$ cat config.mk
export PLATFORM = sky130hd
export DESIGN_NAME = cpu_control_fsm_flat
export DESIGN_NICKNAME = d
export VERILOG_FILES = /design/src/rtl/cpu_control_fsm_if.sv /design/src/rtl/cpu_control_fsm.sv /design/src/flat_wrapper.sv
export SDC_FILE = /design/constraint.sdc
export NUM_CORES = 1
export LEC_CHECK = 0
export ABC_AREA = 1
export CORE_ASPECT_RATIO = 0.9
export CORE_MARGIN = 4
export CORE_UTILIZATION = 30
export CTS_BUF_LIST = sky130_fd_sc_hd__clkbuf_16
export DETAILED_ROUTE_END_ITERATION = 12
export PLACE_DENSITY = 0.6
export SYNTH_ARGS = -nofsm -noshare
export SYNTH_HDL_FRONTEND = slang
export SYNTH_SLANG_ARGS = --single-unit
$ cat constraint.sdc
create_clock -name clk -period 2 [get_ports clk]
set_input_delay 0.2 -clock clk [delete_from_list [all_inputs] [get_ports clk]]
set_output_delay 0.2 -clock clk [all_outputs]
set_load 0.05 [all_outputs]
$ cat src/rtl/cpu_control_fsm_if.sv
// Control bundle between the multicycle control FSM (master) and the CPU datapath (slave).
// mem_req is held for the whole MEM phase; the access completes on the first cycle mem_ready=1.
interface cpu_control_fsm_if #(
   parameter int RCNT_W = 16
);
   logic              en;
   logic [5:0]        opcode;
   logic [5:0]        funct;
   logic              zero;
   logic              mem_ready;
   logic              pc_write;
   logic              ir_write;
   logic              reg_dst;
   logic              reg_write;
   logic              alu_src;
   logic              branch;
   logic              jump;
   logic              mem_write;
   logic              mem_req;
   logic              mem_to_reg;
   logic [3:0]        alu_ctrl;
   logic              illegal_op;
   logic              instr_done;
   logic [RCNT_W-1:0] retired;
   logic [2:0]        state_dbg;

   modport master (
      input  en, opcode, funct, zero, mem_ready,
      output pc_write, ir_write, reg_dst, reg_write, alu_src, branch, jump,
             mem_write, mem_req, mem_to_reg, alu_ctrl, illegal_op, instr_done,
             retired, state_dbg
   );

   modport slave (
      output en, opcode, funct, zero, mem_ready,
      input  pc_write, ir_write, reg_dst, reg_write, alu_src, branch, jump,
             mem_write, mem_req, mem_to_reg, alu_ctrl, illegal_op, instr_done,
             retired, state_dbg
   );
endinterface

$ cat src/rtl/cpu_control_fsm.sv
// Multicycle CPU control unit: FETCH/DECODE/EXEC/MEM/WB sequencing with a sticky
// TRAP state for unsupported instructions and a wrapping retired-instruction counter.
module cpu_control_fsm #(
   parameter int RCNT_W = 16
) (
   input logic              clk,
   input logic              rst,
   cpu_control_fsm_if.master bus
);
   typedef enum logic [2:0] {
      S_FETCH  = 3'd0,
      S_DECODE = 3'd1,
      S_EXEC   = 3'd2,
      S_MEM    = 3'd3,
      S_WB     = 3'd4,
      S_TRAP   = 3'd5
   } state_t;

   localparam logic [5:0] OP_RTYPE = 6'b000000;
   localparam logic [5:0] OP_LW    = 6'b100011;
   localparam logic [5:0] OP_SW    = 6'b101011;
   localparam logic [5:0] OP_BEQ   = 6'b000100;
   localparam logic [5:0] OP_ADDI  = 6'b001000;
   localparam logic [5:0] OP_J     = 6'b000010;

   localparam logic [5:0] FN_ADD = 6'b100000;
   localparam logic [5:0] FN_SUB = 6'b100010;
   localparam logic [5:0] FN_AND = 6'b100100;
   localparam logic [5:0] FN_OR  = 6'b100101;
   localparam logic [5:0] FN_SLT = 6'b101010;

   localparam logic [3:0] ALU_AND = 4'b0000;
   localparam logic [3:0] ALU_ADD = 4'b0001;
   localparam logic [3:0] ALU_OR  = 4'b0010;
   localparam logic [3:0] ALU_SUB = 4'b0011;
   localparam logic [3:0] ALU_SLT = 4'b0100;

   state_t            state, state_nxt;
   logic [5:0]        op_q, funct_q;
   logic [RCNT_W-1:0] retired_q;
   logic              funct_ok, op_ok, retire, wr_ok;
   logic [3:0]        rtype_alu;

   // Raw (ungated) control lines
   logic pc_w, ir_w, rd, rw, as, br, jmp, mw, mr, m2r, ill;
   logic [3:0] alu;

   always_comb begin
      funct_ok = 1'b0;
      case (bus.funct)
         FN_ADD, FN_SUB, FN_AND, FN_OR, FN_SLT: funct_ok = 1'b1;
         default: funct_ok = 1'b0;
      endcase
      op_ok = 1'b0;
      case (bus.opcode)
         OP_RTYPE:                          op_ok = funct_ok;
         OP_LW, OP_SW, OP_BEQ, OP_ADDI, OP_J: op_ok = 1'b1;
         default:                           op_ok = 1'b0;
      endcase
   end

   always_comb begin
      rtype_alu = ALU_AND;
      case (funct_q)
         FN_ADD:  rtype_alu = ALU_ADD;
         FN_SUB:  rtype_alu = ALU_SUB;
         FN_AND:  rtype_alu = ALU_AND;
         FN_OR:   rtype_alu = ALU_OR;
         FN_SLT:  rtype_alu = ALU_SLT;
         default: rtype_alu = ALU_AND;
      endcase
   end

   always_comb begin
      state_nxt = state;
      case (state)
         S_FETCH:  state_nxt = S_DECODE;
         S_DECODE: state_nxt = op_ok ? S_EXEC : S_TRAP;
         S_EXEC: begin
            case (op_q)
               OP_RTYPE, OP_ADDI: state_nxt = S_WB;
               OP_LW, OP_SW:      state_nxt = S_MEM;
               default:           state_nxt = S_FETCH;
            endcase
         end
         S_MEM: begin
            if (bus.mem_ready) state_nxt = (op_q == OP_LW) ? S_WB : S_FETCH;
         end
         S_WB:    state_nxt = S_FETCH;
         S_TRAP:  state_nxt = S_TRAP;
         default: state_nxt = S_FETCH;
      endcase
   end

   // Only EXEC/MEM/WB can finish an instruction; DECODE never returns to FETCH.
   assign retire = bus.en && (state_nxt == S_FETCH) &&
                   ((state == S_EXEC) || (state == S_MEM) || (state == S_WB));

   always_ff @(posedge clk) begin
      if (!rst) begin
         state     <= S_FETCH;
         op_q      <= '0;
         funct_q   <= '0;
         retired_q <= '0;
      end else if (bus.en) begin
         state <= state_nxt;
         if (state == S_DECODE) begin
            op_q    <= bus.opcode;
            funct_q <= bus.funct;
         end
         if (retire) retired_q <= retired_q + RCNT_W'(1);
      end
   end

   always_comb begin
      pc_w = 1'b0; ir_w = 1'b0; rd = 1'b0; rw = 1'b0; as = 1'b0; br = 1'b0;
      jmp = 1'b0; mw = 1'b0; mr = 1'b0; m2r = 1'b0; ill = 1'b0;
      alu = ALU_AND;
      case (state)
         S_FETCH: begin
            ir_w = 1'b1;
            pc_w = 1'b1;
            alu  = ALU_ADD;
         end
         S_EXEC: begin
            case (op_q)
               OP_RTYPE: begin
                  rd  = 1'b1;
                  alu = rtype_alu;
               end
               OP_ADDI, OP_LW, OP_SW: begin
                  as  = 1'b1;
                  alu = ALU_ADD;
               end
               OP_BEQ: begin
                  alu  = ALU_SUB;
                  br   = 1'b1;
                  pc_w = bus.zero;
               end
               OP_J: begin
                  jmp  = 1'b1;
                  pc_w = 1'b1;
               end
               default: ;
            endcase
         end
         S_MEM: begin
            mr = 1'b1;
            as = 1'b1;
            mw = (op_q == OP_SW);
         end
         S_WB: begin
            rw  = 1'b1;
            rd  = (op_q == OP_RTYPE);
            m2r = (op_q == OP_LW);
         end
         S_TRAP:  ill = 1'b1;
         default: ;
      endcase
   end

   // Write-type enables drop while frozen; decoded selects stay visible.
   assign wr_ok = rst && bus.en;

   assign bus.pc_write   = wr_ok && pc_w;
   assign bus.ir_write   = wr_ok && ir_w;
   assign bus.reg_write  = wr_ok && rw;
   assign bus.mem_write  = wr_ok && mw;
   assign bus.mem_req    = wr_ok && mr;
   assign bus.reg_dst    = rst && rd;
   assign bus.alu_src    = rst && as;
   assign bus.branch     = rst && br;
   assign bus.jump       = rst && jmp;
   assign bus.mem_to_reg = rst && m2r;
   assign bus.illegal_op = rst && ill;
   assign bus.alu_ctrl   = rst ? alu : 4'b0000;
   assign bus.instr_done = rst && retire;
   assign bus.retired    = rst ? retired_q : '0;
   assign bus.state_dbg  = state;
endmodule

$ cat src/flat_wrapper.sv
// flat-port wrapper written by rule: the top's interface ports become plain ports
module cpu_control_fsm_flat 
#(
   parameter int RCNT_W = 16
)
  (clk, rst, bus_en, bus_opcode, bus_funct, bus_zero, bus_mem_ready, bus_pc_write, bus_ir_write, bus_reg_dst, bus_reg_write, bus_alu_src, bus_branch, bus_jump, bus_mem_write, bus_mem_req, bus_mem_to_reg, bus_alu_ctrl, bus_illegal_op, bus_instr_done, bus_retired, bus_state_dbg);
  cpu_control_fsm_if #(.RCNT_W(RCNT_W)) bus_i ();
  input logic clk;
  input logic rst;
  input wire logic [$bits(bus_i.en)-1:0] bus_en;
  input wire logic [$bits(bus_i.opcode)-1:0] bus_opcode;
  input wire logic [$bits(bus_i.funct)-1:0] bus_funct;
  input wire logic [$bits(bus_i.zero)-1:0] bus_zero;
  input wire logic [$bits(bus_i.mem_ready)-1:0] bus_mem_ready;
  output wire logic [$bits(bus_i.pc_write)-1:0] bus_pc_write;
  output wire logic [$bits(bus_i.ir_write)-1:0] bus_ir_write;
  output wire logic [$bits(bus_i.reg_dst)-1:0] bus_reg_dst;
  output wire logic [$bits(bus_i.reg_write)-1:0] bus_reg_write;
  output wire logic [$bits(bus_i.alu_src)-1:0] bus_alu_src;
  output wire logic [$bits(bus_i.branch)-1:0] bus_branch;
  output wire logic [$bits(bus_i.jump)-1:0] bus_jump;
  output wire logic [$bits(bus_i.mem_write)-1:0] bus_mem_write;
  output wire logic [$bits(bus_i.mem_req)-1:0] bus_mem_req;
  output wire logic [$bits(bus_i.mem_to_reg)-1:0] bus_mem_to_reg;
  output wire logic [$bits(bus_i.alu_ctrl)-1:0] bus_alu_ctrl;
  output wire logic [$bits(bus_i.illegal_op)-1:0] bus_illegal_op;
  output wire logic [$bits(bus_i.instr_done)-1:0] bus_instr_done;
  output wire logic [$bits(bus_i.retired)-1:0] bus_retired;
  output wire logic [$bits(bus_i.state_dbg)-1:0] bus_state_dbg;
  assign bus_i.en = bus_en;
  assign bus_i.opcode = bus_opcode;
  assign bus_i.funct = bus_funct;
  assign bus_i.zero = bus_zero;
  assign bus_i.mem_ready = bus_mem_ready;
  assign bus_pc_write = bus_i.pc_write;
  assign bus_ir_write = bus_i.ir_write;
  assign bus_reg_dst = bus_i.reg_dst;
  assign bus_reg_write = bus_i.reg_write;
  assign bus_alu_src = bus_i.alu_src;
  assign bus_branch = bus_i.branch;
  assign bus_jump = bus_i.jump;
  assign bus_mem_write = bus_i.mem_write;
  assign bus_mem_req = bus_i.mem_req;
  assign bus_mem_to_reg = bus_i.mem_to_reg;
  assign bus_alu_ctrl = bus_i.alu_ctrl;
  assign bus_illegal_op = bus_i.illegal_op;
  assign bus_instr_done = bus_i.instr_done;
  assign bus_retired = bus_i.retired;
  assign bus_state_dbg = bus_i.state_dbg;
  cpu_control_fsm #(.RCNT_W(RCNT_W)) u_core (.clk(clk), .rst(rst), .bus(bus_i));
endmodule
After elaboration in Yosys (flattened, before gate mapping)
Cells that the tools add are included.
- output and inout port bits: 35
- latch bits: 0
- bits of input ports: 17
- RAM bits: 0
- register bits after elaboration: 31
- memory bits (read-only): 0
- memories: 0
- add/subtract/negate cells: 1
- multiplexer cells: 28
- multipliers: 0
- order comparisons: 0
- divide/modulo/power cells: 0
- bitwise gates (word level): 0
- eq/ne operators: 24
- reductions and logical operators: 28
- shift-type cells: 0
- operator list (kind ; number):
    $eq A6 B6 Y1 const B ; 13
    $add A16 B1 Y16 const B ; 1
    $mux W16 ; 1
    $logic_and A1 B1 Y1 ; 15
    $pmux W3 S5 ; 1
    $mux W1 ; 13
    $eq A6 B2 Y1 const B ; 2
    $eq A6 B3 Y1 const B ; 2
    $eq A6 B4 Y1 const B ; 2
    $logic_not A6 Y1 ; 2
    $pmux W3 S4 ; 1
    $pmux W1 S2 ; 5
    $reduce_or A5 Y1 ; 2
    $mux W3 ; 3
    $pmux W3 S3 ; 1
    $pmux W4 S2 ; 1
    $eq A3 B2 Y1 const B ; 2
    $eq A3 B3 Y1 const B ; 2
    $logic_not A3 Y1 ; 2
    $pmux W3 S2 ; 1
    $mux W4 ; 1
    $reduce_and A2 Y1 ; 2
    $reduce_or A2 Y1 ; 2
    $eq A3 B1 Y1 const B ; 1
    other kinds (2) ; 3

Depth between registers and ports, before layout
- depth in word-level cells: 10
- gate-level depth with buffers: 12
- depth with buffers taken out: 12

Worst setup path after synthesis
Ideal clock, no wire load.
- path type: register to output
- start: register u_core.state[1] (netlist: u_core.bus.state_dbg[1])
- end: output bus_alu_ctrl[2]
- path buffers: 0
- arrival time: 2732 ps
- stages on the path, launching flop included: 7
- setup slack: -932 ps
- path through: dfxtp_1 -> nand2_2 -> nor2_2 -> inv_1 -> nor2_1 -> nand2_1 -> nor4_1
- longest elaborated chain between the ends: 3
- elaborated cells between the ends (all ways): 4
- classes of those cells: 1 x eq/ne; 2 x mux; 1 x reduce/logical
- ends and longest elaborated chain (element ; line ; RTL):
    start, declared ; cpu_control_fsm.sv:38 ; state_t state, state_nxt;
    start signal, assigned ; cpu_control_fsm.sv:106 ; state <= state_nxt;
    $eq A3 B2 Y1 / $logic_not A3 Y1 (equally long branches) ; cpu_control_fsm.sv:119 ; case (state)
    $pmux W4 S2 * ; cpu_control_fsm.sv:119 ;
    $mux W4 * ; cpu_control_fsm.sv:176 ; assign bus.alu_ctrl = rst ? alu : 4'b0000;
    end, declared ; flat_wrapper.sv:25 ; output wire logic [$bits(bus_i.alu_ctrl)-1:0] bus_alu_ctrl;
Every way passes the cells marked *; elsewhere a longest branch is shown, timed or not.

Final worst setup path
- start: register u_core.state[2] (netlist: u_core.bus.state_dbg[2])
- end: output bus_alu_ctrl[2]
The elaborated chain is that of the path after synthesis.

==> flow_metrics.py <==
metrics = {
    "outcome": {
        "status": "complete, no violations",
    },
    "yosys": {
        "synth_top_area_cell": "dfxtp_1",
        "synth_cell_types": 39,
        "synth_cells": 343,
        "syn_area_per_cell_um2": 6.686,
        "synth_flop_cell": "dfxtp_1",
        "yosys-top-cells-count": "nand2_1 (59), inv_1 (46), nor2_1 (45)",
        "ys_ff_latch": 31,
        "synth_most_common_cell": "nand2_1",
        "yosys-top-cells-area": "dfxtp_1 (27%), nand2_1 (9.7%), inv_1 (7.5%)",
        "yosysWarnings": 0,
        "synth_edf_count": 0,
        "synth-seq-area-share": 0.2706,
        "synth_top_area_share": 0.2706,
        "syn_nets": 361,
        "synthesis.area_um2": 2293,
        "async_flop_share": 0,
    },
    "clock_network": {
        "clk_pin_slew_ns": 0.05,
        "clk_path_buf_depth": 2,
        "cts_made_buffers": 5,
        "cts.sinks": 31,
        "cts_tree": "yes",
        "holdBufCountCts": 0,
        "htreeDepth": 2,
        "cts_root_buffer": "clkbuf_16",
        "clock_latency_ns": 0.28,
    },
    "floorplanning": {
        "dieArea_um2": 9110,
        "io_pins": 52,
        "placementRows": 29,
        "die_width_um": 100.2,
        "die_h_um": 90.95,
        "core_um2": 7257,
        "start_util": 0.3160,
    },
    "global_routing": {
        "grt_antenna_before_repair": 0,
        "grt.overflow.total": 0,
        "grt_max_degree": 36,
        "grt_pass1_wl_um": 10320,
        "grt_pass1_vias": 2194,
        "grtUsageTotal": 0.1356,
    },
    "worst_setup_path": {
        "crit_path_end": "bus_alu_ctrl[2]",
        "cp-end-kind": "output pin",
        "cp-start-kind": "flop",
        "path_cells": "inv_4 > nand2_2 > nor2_4 > inv_2 > nor2_4 > nand2_1 > nor4_2 > buf_12",
        "startpoint": "u_core.bus.state_dbg[2]",
        "max_stage_delay_ns": 0.37,
        "critPathMaxFanout": 5,
        "cp_num_cells": 8,
        "crit_family": "simple AND/OR/NAND/NOR gates",
        "worst_path_max_delay_cell": "dfxtp_4",
        "rr_startpoint": "u_core.retired_q[0]",
        "reg2reg_to": "u_core.retired_q[14]",
        "r2r_setup_slack_ns": 0.29,
        "arrival_ns": 1.74,
        "path_buf_inv": 3,
        "required_ns": 1.80,
        "path_common_cell": "nor2_4",
        "crit_type": "reg -> out",
        "r2r_cells": 7,
    },
    "timing": {
        "hold_violations": 0,
        "finalSetupViolCount": 0,
        "min_period_ns": 1.944,
        "min_period_over_period": 0.9721,
        "tightest_slew_ns": 0.5038,
        "fin_hold_ws_ns": 0.2777,
        "skew_ns": 0.007520,
        "slew_headroom": 0.6631,
        "timing.fmax_mhz": 514.3,
        "rsz0062_at_grt": "yes",
        "final-max-slew-violation-count": 0,
    },
    "final_layout": {
        "area_delta_synth_final_pct": 55.43,
        "nets": 423,
        "num_antenna_cells": 0,
        "drive_above_1_share": 0.3300,
    },
    "placed_design": {
        "place_congestion": 0.8474,
        "dpl.hpwl_um": 4712,
        "portBuffers": 50,
    },
    "worst_hold_path": {
        "hp-class": "in -> reg",
    },
    "power_and_ir_drop": {
        "leakage_nw": 1.496,
        "ir_drop_uv": 370.4,
        "p_per_area_nw_per_um2": 521.0,
        "p_total_w": 0.001857,
    },
    "detailed_routing": {
        "wirelength_um": 6180,
        "via_per_inst": 4.633,
        "vias": 2312,
        "ant_nets": 0,
        "avgRoutedWirePerCell_um": 12.38,
        "drc_errors": 0,
        "drtIter0Drc": 118,
        "drt-pass1-iter-count": 4,
    },
    "job": {
        "max-cap-violations": 0,
    },
}
-- sequential cells by signal, summed over array words and instances, names as in the netlist --
register,count
u_core.op_q,6
u_core.funct_q,6
u_core.bus.state_dbg,3
u_core.retired_q,16
-- worst register-to-register path: cells and delay by family, from the launching register on --
family	cells	cell delay (ns)
xor+xnor	1	0.20
compound gates	1	0.14
simple gates	4	0.67
flops	1	0.43
fa+ha+maj	1	0.22
-- metal layers --
layer	global-route usage	vias to the layer above	wire (µm)
met1	0.2002	1035	3134
met2	0.1992	48	2656
met4	0.03030	0	58
met5	0	-	0
li1	-	1223	-
met3	0.03218	6	332
-- through the flow --
stage	utilization	TNS, ns	instances	cell area (µm²)	worst slack, ns
after global routing	0.4912	-0.05716	499	3565	-0.03022
after detailed placement	0.4531	-0.6297	487	3288	-0.09612
after floorplan	-	-0.1070	343	2323	-0.1070
after CTS	0.4757	0	495	3452	0.003043
after global placement	0.4531	-0.07489	487	3288	-0.05162
final	0.4912	0	499	3565	0.05573
-- how the worst min path moves through the flow --
stage	from	endpoint	slack [ns]	depth (start not counted)
detailed placement	u_core.funct_q[5]	u_core.funct_q[5]	0.46	2
finish	bus_funct[5]	u_core.funct_q[5]	0.28	3
global route	bus_funct[5]	u_core.funct_q[5]	0.31	3
CTS	u_core.funct_q[5]	u_core.funct_q[5]	0.47	2
global placement	u_core.funct_q[5]	u_core.funct_q[5]	0.45	2
floorplan	bus_en	u_core.bus.state_dbg[1]	0.30	1
-- cells by family (layout without fill, tap and decap cells) --
| group | count (synthesis) | after routing | synth area share |
|---|---|---|---|
| AO/OA/AOI/OAI | 63 | 63 | 0.1615 |
| XOR/XNOR | 14 | 14 | 0.05347 |
| adder cells (fa/ha/maj) | 1 | 1 | 0.005455 |
| buffers and inverters | 67 | 130 | 0.1217 |
| flip-flops | 31 | 31 | 0.2706 |
| other | 1 | 1 | 0.001635 |
| AND/OR/NAND/NOR | 166 | 166 | 0.3857 |
-- final cells by class --
class | instances | area, µm²
Fill cell | 714 | 3692
Clock inverter | 3 | 11.26
Sequential cell | 31 | 635.6
Multi-Input combinational cell | 245 | 1495
Inverter | 55 | 209.0
Timing Repair Buffer | 67 | 972.2
Clock buffer | 5 | 125.1
Tap cell | 93 | 116.4
-- what timing repair did --
action                                  in CTS  in global routing
gates resized for setup                      9                 31
buffers inserted                             0                  4
pin swaps                                    1                 10
endpoints found under the setup margin       3                  6
-- where the power goes --
part / switching (W) / internal (W)
logic: 0.000299 / 0.000191
registers: 0.0000273 / 0.000642
clock network: 0.000251 / 0.000446
-- cell usage in the layout (no fill, tap or decap), drive strengths merged --
cell and count:
nor2 51, clkinv 3, dlymetal6s2s 7, xnor2 3, nand2 64, buf 48, a21o 1, conb 1
dfxtp 31, o21ai 29, a41oi 1, o211ai 1, inv 55, nor3 11, a21oi 28, nand4 5
clkdlybuf4s50 12, a211oi 1, nor4 1, nor3b 1, a31oi 2, xor2 11, clkbuf 5, nand3 32
ha 1, nand3b 1
Power figures use the tool's default switching activity.
